[src/rtl/ram_unpack128_if.sv]
// ram_unpack128_if
//   Bundles the control, RAM-read and block-output signals of the 128-bit
//   RAM unpacker.
//   master : the unpacker itself (issues RAM reads, presents the block)
//   slave  : the environment (RAM model and block consumer)
//   Signals:
//     start        1-cycle request to fetch one block
//     ram_rd_en    RAM read strobe, one byte per cycle
//     ram_addr     RAM read address
//     ram_rd_data  RAM read data, valid one cycle after ram_rd_en
//     block_out    assembled 128-bit block
//     block_valid  block_out is complete
//     block_ready  consumer accepts block_out
//     busy         unpacker is not idle
interface ram_unpack128_if;
    logic         start;
    logic         ram_rd_en;
    logic [7:0]   ram_addr;
    logic [7:0]   ram_rd_data;
    logic [127:0] block_out;
    logic         block_valid;
    logic         block_ready;
    logic         busy;

    modport master (
        input  start,
        input  ram_rd_data,
        input  block_ready,
        output ram_rd_en,
        output ram_addr,
        output block_out,
        output block_valid,
        output busy
    );

    modport slave (
        output start,
        output ram_rd_data,
        output block_ready,
        input  ram_rd_en,
        input  ram_addr,
        input  block_out,
        input  block_valid,
        input  busy
    );
endinterface

[src/rtl/ram_unpack128.sv]
// ram_unpack128
//   Reads 16 consecutive bytes from a byte-wide RAM starting at BASE_ADDR and
//   assembles them into a 128-bit block: byte k (from BASE_ADDR+k, modulo 256)
//   lands in block_out[8k+7:8k], matching the byte order of the result writer.
//   Ports:
//     clk    system clock, rising edge
//     rst_n  synchronous active-low reset
//     bus    ram_unpack128_if.master (start, RAM read port, block handshake, busy)
//   Parameters:
//     BASE_ADDR  RAM address of byte 0 of the block
module ram_unpack128 #(
    parameter logic [7:0] BASE_ADDR = 8'd1
) (
    input  logic            clk,
    input  logic            rst_n,
    ram_unpack128_if.master bus
);

    typedef enum logic [1:0] {
        IDLE  = 2'd0,
        READ  = 2'd1,
        DRAIN = 2'd2,
        HOLD  = 2'd3
    } state_t;

    state_t       state_reg, state_next;
    logic         rd_en_reg, rd_en_next;
    logic [7:0]   addr_reg, addr_next;
    logic [3:0]   rd_cnt_reg, rd_cnt_next;
    logic         valid_reg, valid_next;
    logic         busy_reg;
    logic         rd_en_d_reg;
    logic [3:0]   wr_cnt_reg, wr_cnt_next;
    logic         clear_block;
    logic [7:0]   byte_reg [16];
    logic [127:0] block_flat;

    // Next-state and output decode
    always_comb begin
        state_next  = state_reg;
        rd_en_next  = rd_en_reg;
        addr_next   = addr_reg;
        rd_cnt_next = rd_cnt_reg;
        valid_next  = valid_reg;
        clear_block = 1'b0;
        wr_cnt_next = wr_cnt_reg;

        // Capture pointer advances with every returned byte
        if (rd_en_d_reg) begin
            wr_cnt_next = wr_cnt_reg + 4'd1;
        end

        case (state_reg)
            IDLE: begin
                if (bus.start) begin
                    state_next  = READ;
                    rd_en_next  = 1'b1;
                    addr_next   = BASE_ADDR;
                    rd_cnt_next = 4'd0;
                    wr_cnt_next = 4'd0;
                    clear_block = 1'b1;
                end
            end
            READ: begin
                if (rd_cnt_reg == 4'd15) begin
                    // Last read issued; address is held so the bus stays quiet
                    state_next = DRAIN;
                    rd_en_next = 1'b0;
                end else begin
                    addr_next   = addr_reg + 8'd1;
                    rd_cnt_next = rd_cnt_reg + 4'd1;
                end
            end
            DRAIN: begin
                // Final byte is captured on this edge
                state_next = HOLD;
                valid_next = 1'b1;
            end
            HOLD: begin
                if (bus.block_ready) begin
                    state_next = IDLE;
                    valid_next = 1'b0;
                end
            end
            default: begin
                state_next = IDLE;
                rd_en_next = 1'b0;
                valid_next = 1'b0;
            end
        endcase
    end

    always_ff @(posedge clk) begin
        if (!rst_n) begin
            state_reg   <= IDLE;
            rd_en_reg   <= 1'b0;
            addr_reg    <= BASE_ADDR;
            rd_cnt_reg  <= 4'd0;
            valid_reg   <= 1'b0;
            busy_reg    <= 1'b0;
            rd_en_d_reg <= 1'b0;
            wr_cnt_reg  <= 4'd0;
        end else begin
            state_reg   <= state_next;
            rd_en_reg   <= rd_en_next;
            addr_reg    <= addr_next;
            rd_cnt_reg  <= rd_cnt_next;
            valid_reg   <= valid_next;
            busy_reg    <= (state_next != IDLE);
            rd_en_d_reg <= rd_en_reg;
            wr_cnt_reg  <= wr_cnt_next;
        end
    end

    // One byte lane per block position; a lane loads only when the returning
    // byte belongs to it.
    generate
        for (genvar gi = 0; gi < 16; gi++) begin : g_lane
            always_ff @(posedge clk) begin
                if (!rst_n) begin
                    byte_reg[gi] <= 8'h00;
                end else if (clear_block) begin
                    byte_reg[gi] <= 8'h00;
                end else if (rd_en_d_reg && (wr_cnt_reg == 4'(gi))) begin
                    byte_reg[gi] <= bus.ram_rd_data;
                end
            end
            assign block_flat[8*gi +: 8] = byte_reg[gi];
        end
    endgenerate

    assign bus.ram_rd_en   = rd_en_reg;
    assign bus.ram_addr    = addr_reg;
    assign bus.block_out   = block_flat;
    assign bus.block_valid = valid_reg;
    assign bus.busy        = busy_reg;

endmodule
[src/flat_wrapper.sv]
// flat-port wrapper written by rule: the top's interface ports become plain ports
module ram_unpack128_flat 
#(
    parameter logic [7:0] BASE_ADDR = 8'd1
)
  (clk, rst_n, bus_start, bus_ram_rd_data, bus_block_ready, bus_ram_rd_en, bus_ram_addr, bus_block_out, bus_block_valid, bus_busy);
  ram_unpack128_if bus_i ();
  input  logic clk;
  input  logic rst_n;
  input wire logic [$bits(bus_i.start)-1:0] bus_start;
  input wire logic [$bits(bus_i.ram_rd_data)-1:0] bus_ram_rd_data;
  input wire logic [$bits(bus_i.block_ready)-1:0] bus_block_ready;
  output wire logic [$bits(bus_i.ram_rd_en)-1:0] bus_ram_rd_en;
  output wire logic [$bits(bus_i.ram_addr)-1:0] bus_ram_addr;
  output wire logic [$bits(bus_i.block_out)-1:0] bus_block_out;
  output wire logic [$bits(bus_i.block_valid)-1:0] bus_block_valid;
  output wire logic [$bits(bus_i.busy)-1:0] bus_busy;
  assign bus_i.start = bus_start;
  assign bus_i.ram_rd_data = bus_ram_rd_data;
  assign bus_i.block_ready = bus_block_ready;
  assign bus_ram_rd_en = bus_i.ram_rd_en;
  assign bus_ram_addr = bus_i.ram_addr;
  assign bus_block_out = bus_i.block_out;
  assign bus_block_valid = bus_i.block_valid;
  assign bus_busy = bus_i.busy;
  ram_unpack128 #(.BASE_ADDR(BASE_ADDR)) u_core (.clk(clk), .rst_n(rst_n), .bus(bus_i));
endmodule
[config.mk]
export PLATFORM = sky130hd
export DESIGN_NAME = ram_unpack128_flat
export DESIGN_NICKNAME = d
export VERILOG_FILES = /design/src/rtl/ram_unpack128_if.sv /design/src/rtl/ram_unpack128.sv /design/src/flat_wrapper.sv
export SDC_FILE = /design/constraint.sdc
export NUM_CORES = 1
export LEC_CHECK = 0
export BUFFER_PORTS_ARGS = -buffer_cell sky130_fd_sc_hd__buf_2
export CORE_MARGIN = 1
export CORE_UTILIZATION = 25
export DETAILED_ROUTE_END_ITERATION = 12
export PLACE_DENSITY = 0.41
export SETUP_SLACK_MARGIN = 0.1
export SYNTH_ARGS = -nofsm -noshare
export SYNTH_HDL_FRONTEND = slang
export SYNTH_SLANG_ARGS = --single-unit
export TNS_END_PERCENT = 5
[constraint.sdc]
create_clock -name clk -period 2.3 [get_ports clk]
set_input_delay 0.115 -clock clk [delete_from_list [all_inputs] [get_ports clk]]
set_output_delay 0.115 -clock clk [all_outputs]
set_load 0.005 [all_outputs]
==> results of run 1 <==
==> how the worst max path moves through the flow <==
stage	start	endpoint	slack, ps	cells after the start
6_report	u_core.wr_cnt_reg[0]$_SDFF_PN0_	u_core.byte_reg[0][55]$_SDFFCE_PN0P_	250	4
5_1_grt	u_core.wr_cnt_reg[0]$_SDFF_PN0_	u_core.byte_reg[0][39]$_SDFFCE_PN0P_	100	4
4_1_cts	u_core.wr_cnt_reg[0]$_SDFF_PN0_	u_core.byte_reg[0][39]$_SDFFCE_PN0P_	240	4
3_5_place_dp	u_core.wr_cnt_reg[0]$_SDFF_PN0_	u_core.byte_reg[0][33]$_SDFFCE_PN0P_	240	4
3_3_place_gp	u_core.wr_cnt_reg[0]$_SDFF_PN0_	u_core.byte_reg[0][33]$_SDFFCE_PN0P_	280	4
2_1_floorplan	u_core.state_reg[1]$_SDFF_PN0_	u_core.byte_reg[1][0]$_SDFFCE_PN0P_	340	4
==> final cells by class <==
type                            instances  area share
Inverter                                2     0.00101
Multi-Input combinational cell        272       0.174
Sequential cell                       150       0.576
Tap cell                              280      0.0471
Clock buffer                           17      0.0572
Timing Repair Buffer                  169       0.122
Clock inverter                         14      0.0222
==> power breakdown <==
group | switching (mW) | internal [mW] | total, mW
Combinational | 0.226 | 0.137 | 0.363
Sequential | 0.0556 | 3.08 | 3.14
Clock | 1.16 | 1.63 | 2.79
Total | 1.44 | 4.85 | 6.29
==> per-layer routing <==
| metal | vias to the layer above | GRT usage |
|---|---|---|
| met5 | - | 0 |
| met4 | 0 | 0.0447 |
| met3 | 14 | 0.0471 |
| met2 | 155 | 0.223 |
| met1 | 1850 | 0.175 |
| li1 | 1878 | - |
==> cells in the mapped netlist (all sizes together) (2+ instances only) <==
master,n,area share
nand2b,3,0.0033
and3,2,0.0022
or2,3,0.0033
nand2,42,0.028
buf,17,0.015
a21boi,2,0.0026
a311oi,2,0.0031
xor2,2,0.0031
and2,6,0.0066
ha,6,0.013
o21ai,20,0.018
xnor2,6,0.0092
dfxtp,22,0.077
nor2b,5,0.0055
nand3,6,0.0053
nor4,2,0.0022
inv,2,0.0013
edfxtp,128,0.67
clkbuf,6,0.0040
nor2,140,0.092
nor3,3,0.0026
o21a,4,0.0055
a21oi,5,0.0044
nand4,3,0.0033
==> critical path, stage by stage (launching register included) <==
cell and delay (ps):
dfxtp_1 360, inv_1 100, ha_1 160, nand2_1 90
o21ai_0 960
==> cell families (layout without fill, tap and decap cells) <==
family	Yosys count	in the layout	share of synthesized area
AO/OA/AOI/OAI	38	38	0.0402
XOR/XNOR	8	8	0.0123
adder cells (fa/ha/maj)	6	6	0.0132
buffers and inverters	25	202	0.0200
flip-flops	150	150	0.752
multiplexers	1	1	0.00176
AND/OR/NAND/NOR	219	219	0.160
==> summary.txt, run 1 <==
Route
  – Initial DRC count: 260
  – Top sig layer: met4
  – Routed len/inst: 17.1 um
  – Met3 Routed Length: between 1 and 1.5 mm
  – TritonRoute pass-1 iters: 4
  – Detail Route Antenna Nets: 0
  – Met2 WL: a little over 7 mm
  – Drt via density: 4.31
  – Drt drc: 0
  – Routed vias: 3897
  – WL final: approximately 15 mm
  – M1 wire length: a little under 7 mm

Finish
  – Max reg flops: around 130
  – Final Util: 0.337
  – Diode count: 0
  – Area Growth Syn to Fin: 30.6%
  – Layout net count: 630
  – Fillers: between 2000 and 2500
  – Multi-input gate area: roughly 1300 um2
  – Layout cells sized above 1: 0.325
  – Commonest cells after routing, fill and taps aside: buf_2 (150), nor2_1 (140), edfxtp_1 (128)
  – Post-route design area: between 7000 and 8000 um2
  – Final non-filler cell total: 904
  – Register area: 4280 um2
  – Commonest non-fill, non-tap cell in the layout: buf_2

Yosys
  – Post-synthesis net count: about 470
  – Post-synthesis cell type count: 39
  – Avg Cell Area, Syn: ~13 um2
  – Number of synthesized register bits: 150
  – Mapped cell area: roughly 5700 um2
  – Syn. warnings: 0
  – Ys async rst share: 0
  – Post-synth EDFFs: between 100 and 150
  – Ys flop type: edfxtp_1
  – Mapped Cells: roughly 450
  – Seq/Total Area, Yosys: 0.752

Place
  – IO Port Bufs: 150
  – Pre-CTS setup slack: around 240 ps
  – GPL Wtd Cong: ~0.75
  – Dpl cells: between 800 and 900
  – Dpl cell area: 6850 um2
  – Post-DP HPWL: around 11 mm

STA
  – Slew margin rel.: 0.186
  – Final WS setup: roughly 250 ps
  – Pins over their slew limit: 0
  – Setup violations, final: 0
  – Final Hold Viols: 0
  – Actual slew at the worst max-slew pin: approximately 1200 ps
  – Hold_ws: approximately 63 ps
  – Highest clock rate: just under 500 MHz
  – Period utilization: 0.892
  – Setup_tns: 0 ps
  – Min Tclk post-route: about 2000 ps
  – Clock Skew: around 11 ps
  – RSZ-0062 raised after global routing: true

Power
  – Total Power: around 6.3 mW
  – VDD IR-drop max: 0.464 mV
  – Power density cells: approximately 850 nW/um2
  – Pleak: around 3.0 nW

Global route
  – First-pass GRT wire length: around 24 mm
  – GRT Resource Usage Total: 0.139
  – Initial antenna violation count: 0
  – Largest net degree at the start of global routing: 33
  – Vias in the first global route: 3955
  – Grt ovf: 0

Clocking
  – CTS Buf Count: 17
  – H-Tree Depth: 4
  – Longest Clk Path Bufs: 2
  – Hold buffers post-CTS: 0
  – Clk root buf: clkbuf_16
  – Clock-pin slew on the worst setup and hold paths: approximately 70 ps
  – Worst-skew pair later-pin latency: about 420 ps
  – Post-CTS setup buffer count: 0
  – CTS Sinks: 150
  – CTS resizes: 0
  – CTS tree: done

Critical path
  – Critical Path RT: 2330 ps
  – R2r startpoint: u_core.wr_cnt_reg[0]$_SDFF_PN0_
  – Worst Setup Path Type: flop to flop
  – Worst-case reg-to-reg path depth: 4
  – Setup slack, reg-to-reg: 250 ps
  – Worst Path Arrival: about 2100 ps
  – Critical path startpoint category: flop
  – Crit path max fanout: 8
  – Crit path capture type: flop
  – FF-to-FF End: u_core.byte_reg[0][55]$_SDFFCE_PN0P_

Floorplanning
  – Die Span Y: roughly 150 um
  – Die area: between 20000 and 25000 um2
  – Core area: between 20000 and 25000 um2
  – Initial Util: 0.258
  – Die Span X: approximately 150 um
  – Rows: 54
  – Top-Level Pins: 151

Min path
  – Hold EP: u_core.bus.block_valid$_SDFFE_PN0P_
  – Hold WC Path Type: input pin to flop
  – Hold Startpoint: bus_block_ready
  – Hold path depth: 4

Outcome
  – Outcome: complete, no violations

Flow run
  – Max-cap violation count: 0
Power figures use the tool's default switching activity.
==> run 2, diff against run 1 <==
--- a/config.mk
+++ b/config.mk
@@ -5,12 +5,12 @@
 export SDC_FILE = /design/constraint.sdc
 export NUM_CORES = 1
 export LEC_CHECK = 0
-export BUFFER_PORTS_ARGS = -buffer_cell sky130_fd_sc_hd__buf_2
+export BUFFER_PORTS_ARGS = -buffer_cell sky130_fd_sc_hd__buf_4
 export CORE_MARGIN = 1
 export CORE_UTILIZATION = 25
 export DETAILED_ROUTE_END_ITERATION = 12
 export PLACE_DENSITY = 0.41
-export SETUP_SLACK_MARGIN = 0.1
+export SETUP_SLACK_MARGIN = 0.4
 export SYNTH_ARGS = -nofsm -noshare
 export SYNTH_HDL_FRONTEND = slang
 export SYNTH_SLANG_ARGS = --single-unit
==> run 2 against run 1 <==
Wire length up 2.6%. Final cell count up 0.33%. Clock power down 2%. Die area unchanged. Register-to-register slack about the same. Combinational power up 21%. Maximum frequency down 0.16%. Total power up 0.56%. Largest power group unchanged. Design area up 5.2%. Flip-flop and latch count unchanged. Core utilization up 1.8 points.
==> summary.txt, run 2 (same netlist as run 1, synthesis figures left out) <==
Finish
  – Fillers: 2182 (-1.1%)
  – Commonest cells after routing, fill and taps aside: buf_4 (169), nor2_1 (140), edfxtp_1 (128)
  – Max reg flops: 128 (unchanged)
  – Layout cells sized above 1: 0.325 (about the same)
  – Diode count: 0 (unchanged)
  – Layout net count: 632 (+0.32%)
  – Area Growth Syn to Fin: 37.4%
  – Commonest non-fill, non-tap cell in the layout: buf_4
  – Register area: 4280 um2 (unchanged)
  – Post-route design area: 7830 um2 (+5.2%)
  – Multi-input gate area: 1300 um2 (unchanged)

Floorplanning
  – Rows: 54 (unchanged)
  – Initial Util: 0.258 (unchanged)
  – Die area: 23400 um2 (unchanged)
  – Die Span X: 153 um (unchanged)
  – Top-Level Pins: 151 (unchanged)
  – Core area: 22100 um2 (unchanged)
  – Die Span Y: 153 um (unchanged)

Clocking
  – Longest Clk Path Bufs: 2 (unchanged)
  – Worst-skew pair later-pin latency: 430 ps (about the same)
  – CTS tree: done
  – Clock-pin slew on the worst setup and hold paths: 70 ps (about the same)
  – CTS Sinks: 150 (unchanged)
  – Post-CTS setup buffer count: 0 (unchanged)
  – CTS Buf Count: 17 (unchanged)
  – H-Tree Depth: 4 (unchanged)
  – Clk root buf: clkbuf_16

STA
  – Final Hold Viols: 0 (unchanged)
  – Setup violations, final: 0 (unchanged)
  – Min Tclk post-route: 2050 ps (+3.28 ps)
  – Slew margin rel.: 0.192 (+0.00581)
  – Setup_tns: 0 ps (unchanged)
  – Pins over their slew limit: 0 (unchanged)
  – Period utilization: 0.893 (+0.00143)
  – Actual slew at the worst max-slew pin: 1200 ps (-8.63 ps)
  – Hold_ws: 52.3 ps (-11.0 ps)
  – Clock Skew: 16.7 ps (+5.28 ps)
  – Highest clock rate: 487 MHz (-0.16%)
  – RSZ-0062 raised after global routing: true

Min path
  – Hold Startpoint: bus_block_ready
  – Hold path depth: 4 (unchanged)
  – Hold EP: u_core.bus.block_valid$_SDFFE_PN0P_
  – Hold WC Path Type: input pin to flop

Global route
  – GRT Resource Usage Total: 0.140 (+0.00168)
  – Initial antenna violation count: 0 (unchanged)
  – Vias in the first global route: 4013 (+1.5%)
  – Largest net degree at the start of global routing: 33 (unchanged)
  – Grt ovf: 0 (unchanged)
  – First-pass GRT wire length: 24.1 mm (+1.6%)

Place
  – Dpl cell area: 7230 um2 (+5.6%)
  – Post-DP HPWL: 11.5 mm (+2.0%)
  – IO Port Bufs: 150 (unchanged)
  – GPL Wtd Cong: 0.765 (+2.5%)

Power
  – Power density cells: 808 nW/um2 (-4.4%)
  – Net Sw Frac: 0.248 (+0.0186)
  – Pint: 4.76 mW (-1.9%)
  – Combinational Power Share: 0.069 (+0.011)
  – Flop pwr share: 0.498 (about the same)
  – NetSw: 1.57 mW (+8.7%)
  – Pleak: 3.02 nW (+2.4%)
  – Clock network fraction of design power: 0.433 (-0.010)
  – Total Power: 6.32 mW (+0.56%)
  – VDD IR-drop max: 0.431 mV (-7.1%)

Critical path
  – Worst Path Arrival: 2090 ps (about the same)
  – Critical Path RT: 2330 ps (about the same)
  – Crit path capture type: flop
  – Crit path max fanout: 8 (unchanged)
  – FF-to-FF End: u_core.byte_reg[1][36]$_SDFFCE_PN0P_
  – Critical path startpoint category: flop
  – R2r startpoint: u_core.wr_cnt_reg[0]$_SDFF_PN0_
  – Setup slack, reg-to-reg: 250 ps (about the same)
  – Worst-case reg-to-reg path depth: 4 (unchanged)
  – Worst Setup Path Type: flop to flop

Route
  – Detail Route Antenna Nets: 0 (unchanged)
  – TritonRoute pass-1 iters: 4 (unchanged)
  – Drt drc: 0 (unchanged)
  – Initial DRC count: 192 (-26%)
  – Drt via density: 4.38 (+1.5%)
  – Routed vias: 3969 (+1.8%)
  – Routed len/inst: 17.5 um (+2.3%)
  – WL final: 15.9 mm (+2.6%)

Flow run
  – Max-cap violation count: 0 (unchanged)

Outcome
  – Outcome: complete, no violations
==> run 2: cell count changes in the layout (fill, tap and decap cells not counted), moves of 2 or more <==
cell / previous run / this run
buf_2: 150 / 0
buf_4: 18 / 169
bufinv_16: 2 / 0
clkinv_8: 0 / 3
clkinvlp_4: 2 / 0
inv_6: 7 / 5
inv_8: 1 / 5
==> run 2: power by group through the flow <==
stage	Sequential (mW)	Combinational [mW]	Clock (mW)
after detailed placement	3.21	0.444	0
after global routing	3.16	0.475	2.91
final	3.15	0.438	2.74
after floorplan	3.20	0.119	0
after global placement	3.21	0.442	0
after CTS	3.15	0.447	2.79
==> run 2: timing repair <==
item / in CTS / in global routing
hold buffers: 1 / 0
resized for setup: 1 / 1
pin swaps: 0 / 0
endpoints found under the setup margin: 72 / 97
endpoints found under the hold margin: 9 / 0
==> run 2: final cells by class <==
class | count | area share
clock buffer | 18 | 0.0548
tap | 280 | 0.0448
inverter | 2 | 0.000959
sequential | 150 | 0.547
multi-input combinational | 272 | 0.166
clock inverter | 14 | 0.0201
timing repair buffer | 171 | 0.166
==> run 2: how the worst max path moves through the flow <==
stage	startpoint	to	slack (ps)	cells after the start
5_1_grt	u_core.state_reg[1]$_SDFF_PN0_	u_core.byte_reg[1][21]$_SDFFCE_PN0P_	50	6
4_1_cts	u_core.wr_cnt_reg[0]$_SDFF_PN0_	u_core.byte_reg[0][6]$_SDFFCE_PN0P_	220	4
3_5_place_dp	u_core.wr_cnt_reg[0]$_SDFF_PN0_	u_core.byte_reg[0][18]$_SDFFCE_PN0P_	210	4
2_1_floorplan	u_core.state_reg[1]$_SDFF_PN0_	u_core.byte_reg[1][0]$_SDFFCE_PN0P_	340	4
6_report	u_core.wr_cnt_reg[0]$_SDFF_PN0_	u_core.byte_reg[1][36]$_SDFFCE_PN0P_	250	4
3_3_place_gp	u_core.wr_cnt_reg[0]$_SDFF_PN0_	u_core.byte_reg[0][16]$_SDFFCE_PN0P_	300	4
==> run 2: per-stage QoR <==
| stage | cells | setup slack [ps] | util |
|---|---|---|---|
| final | 907 | 246 | 0.354 |
| after global routing | 907 | 47.7 | 0.354 |
| after CTS | 907 | 218 | 0.354 |
| after detailed placement | 874 | 211 | 0.327 |
| after global placement | 874 | 300 | 0.327 |
| after floorplan | 447 | 342 | - |
==> run 2: worst max-delay path, cell delays in order (launching register included) <==
cell     delay (ps)
dfxtp_1         360
inv_1            90
ha_1            160
nand2_1         100
o21ai_0         950
==> run 2: layer usage <==
layer	GRT usage	vias to the layer above	part of all wire
li1	-	1885	-
met1	0.182	1936	0.46
met2	0.226	134	0.47
met3	0.0408	14	0.053
met4	0.0433	0	0.014
met5	0	-	0
==> run 3, diff against run 2 <==
--- a/config.mk
+++ b/config.mk
@@ -6,10 +6,11 @@
 export NUM_CORES = 1
 export LEC_CHECK = 0
 export BUFFER_PORTS_ARGS = -buffer_cell sky130_fd_sc_hd__buf_4
+export CAP_MARGIN = 20
 export CORE_MARGIN = 1
-export CORE_UTILIZATION = 25
+export CORE_UTILIZATION = 40
 export DETAILED_ROUTE_END_ITERATION = 12
-export PLACE_DENSITY = 0.41
+export PLACE_DENSITY = 0.6
 export SETUP_SLACK_MARGIN = 0.4
 export SYNTH_ARGS = -nofsm -noshare
 export SYNTH_HDL_FRONTEND = slang
==> constraint.sdc (replaced) <==
create_clock -name clk -period 2.6 [get_ports clk]
set_input_delay 0.13 -clock clk [delete_from_list [all_inputs] [get_ports clk]]
set_output_delay 0.13 -clock clk [all_outputs]
set_load 0.005 [all_outputs]
==> run 3 against run 2 <==
Clock power down 14%. Total power fell by 13%. Register-to-register slack better by 400 ps. Critical endpoint is now u_core.byte_reg[1][19]$_SDFFCE_PN0P_.
==> summary.txt, run 3 (same netlist as run 1, synthesis figures left out) <==
Outcome
  – Outcome: complete, no violations

Route
  – TritonRoute pass-1 iters: 4 (unchanged)
  – Drt drc: 0 (unchanged)
  – Initial DRC count: 327 (+70%)
  – Drt via density: 4.90 (+12%)
  – WL final: 13.9 mm (-13%)
  – Routed vias: 3973 (+0.10%)
  – Routed len/inst: 17.1 um (-2.3%)
  – Detail Route Antenna Nets: 0 (unchanged)

STA
  – Final Hold Viols: 0 (unchanged)
  – RSZ-0062 raised after global routing: false
  – Setup_tns: 0 ps (unchanged)
  – Actual slew at the worst max-slew pin: 507 ps (-693 ps)
  – Pins over their slew limit: 0 (unchanged)
  – Slew margin rel.: 0.662 (+0.471)
  – Highest clock rate: 511 MHz (+5.1%)
  – Clock Skew: 7.14 ps (-9.57 ps)
  – Period utilization: 0.752 (-0.141)
  – Min Tclk post-route: 1960 ps (-99.0 ps)
  – Setup violations, final: 0 (unchanged)

Critical path
  – Slowest library cell on the worst path: dfxtp_1
  – Worst Path Arrival: 2080 ps (about the same)
  – Critical Path RT: 2720 ps (+390 ps)
  – Crit path max fanout: 18 (+10)
  – Worst Setup Path Type: flop to flop
  – Most common cell on crit path: buf_4
  – Max incr delay on CP: 420 ps (-530 ps)
  – Critical path startpoint category: flop
  – Worst-case reg-to-reg path depth: 6 (+2)
  – Crit path capture type: flop
  – CP Cell Sequence: nand2b_1 -> o21a_2 -> nand3b_1 -> buf_4 -> o21ai_0 -> buf_4

Power
  – Clock network fraction of design power: 0.427 (-0.006)
  – Net Sw Frac: 0.204 (-0.0439)
  – Flop pwr share: 0.505 (+0.007)
  – Power density cells: 717 nW/um2 (-11%)
  – VDD IR-drop max: 0.339 mV (-21%)
  – Pint: 4.40 mW (-7.5%)
  – NetSw: 1.13 mW (-28%)
  – Pleak: 3.01 nW (-0.31%)
  – Total Power: 5.53 mW (-13%)
  – Combinational Power Share: 0.068 (about the same)

Global route
  – Largest net degree at the start of global routing: 23 (-30%)
  – Grt ovf: 0 (unchanged)
  – First-pass GRT wire length: 20.4 mm (-15%)
  – Vias in the first global route: 3655 (-8.9%)
  – GRT Resource Usage Total: 0.194 (+0.0534)
  – Initial antenna violation count: 0 (unchanged)

Finish
  – Final non-filler cell total: 810 (-11%)
  – Commonest non-fill, non-tap cell in the layout: buf_4
  – Area Growth Syn to Fin: 35.3%
  – Layout cells sized above 1: 0.319 (-0.00631)
  – Max reg flops: 128 (unchanged)
  – Commonest cells after routing, fill and taps aside: buf_4 (169), nor2_1 (140), edfxtp_1 (128)
  – Layout net count: 636 (+0.63%)
  – Diode count: 0 (unchanged)

Min path
  – Hold WC Path Type: input pin to flop
  – Hold path depth: 4 (unchanged)

Clocking
  – H-Tree Depth: 4 (unchanged)
  – Clk root buf: clkbuf_16
  – CTS resizes: 0 (-1)
  – CTS Sinks: 150 (unchanged)
  – CTS tree: done
  – Clock-pin slew on the worst setup and hold paths: 60 ps (about the same)
  – CTS Buf Count: 17 (unchanged)
  – Worst-skew pair later-pin latency: 410 ps (-20 ps)
  – Longest Clk Path Bufs: 2 (unchanged)

Flow run
  – Max-cap violation count: 0 (unchanged)

Place
  – IO Port Bufs: 150 (unchanged)
  – Dpl cells: 774 (-11%)
  – GPL Wtd Cong: 0.817 (+6.8%)
  – Post-DP HPWL: 9.85 mm (-14%)

Floorplanning
  – Die Span X: 121 um (-21%)
  – Core area: 13900 um2 (-37%)
  – Rows: 43 (-20%)
  – Die area: 14700 um2 (-37%)
  – Initial Util: 0.410 (+0.153)
  – Die Span Y: 121 um (-21%)
  – Top-Level Pins: 151 (unchanged)
run 3: cell count changes in the layout (fill, tap and decap cells not counted), sizes merged:
cell and change:
bufinv +3, clkinv +2, buf +3, inv -10, clkinvlp +3, clkbuf +2
run 3: path summary, 6_finish.rpt:
path                                          endpoint  slack, ps                                start
setup / recovery  u_core.byte_reg[1][19]$_SDFFCE_PN0P_        640       u_core.state_reg[1]$_SDFF_PN0_
hold / removal     u_core.bus.block_valid$_SDFFE_PN0P_         80                      bus_block_ready
setup reg to reg  u_core.byte_reg[1][19]$_SDFFCE_PN0P_        640       u_core.state_reg[1]$_SDFF_PN0_
hold reg to reg    u_core.bus.ram_addr[7]$_SDFFE_PN0P_        490  u_core.bus.ram_addr[7]$_SDFFE_PN0P_
run 3: layer usage:
metal  track usage  routed length [um]  vias to the layer above  part of all wire
met5             0                   0                        -                 0
met4        0.0787                 238                        0             0.017
met3        0.0470                1050                       20             0.075
met2         0.310                6610                      161              0.48
met1         0.252                5970                     1906              0.43
li1              -                   -                     1886                 -
run 3: per-stage QoR:
stage | setup WS, ps | instance area (um2) | hold slack [ps] | utilization
6_report | 645 | 7700 | 82.8 | 0.555
3_3_place_gp | 645 | 7100 | 400 | 0.512
3_5_place_dp | 613 | 7100 | 403 | 0.512
5_1_grt | 481 | 7700 | 98.1 | 0.555
2_1_floorplan | 642 | 5700 | 348 | -
4_1_cts | 535 | 7680 | 64.8 | 0.553
run 3: worst max-delay path, delay by kind of cell (launching register included):
kind,cells,cell delay [ps]
and+or+nand+nor,2,300
AOI/OAI and AO/OA,2,500
DFF,1,420
buffers and inverters,2,430
run 3: what timing repair did:
item | CTS | global route
hold buffers | 1 | 0
hold endpoints to repair | 1 | 0
buffers inserted | 0 | 0
run 3: layout make-up:
class	instances	area [um2]
fill	1202	6180
clock buffer	19	433
tap	180	225
timing repair buffer	175	1320
multi-input combinational	272	1300
sequential	150	4280
clock inverter	12	136
inverter	2	7.51
run 3: power by group through the flow:
stage                     Sequential, mW  Combinational (mW)  Clock, mW
after global routing                2.80               0.408       2.49
after global placement              2.84               0.370          0
after CTS                           2.79               0.377       2.40
final                               2.79               0.376       2.36
after detailed placement            2.84               0.374          0
after floorplan                     2.83               0.105          0
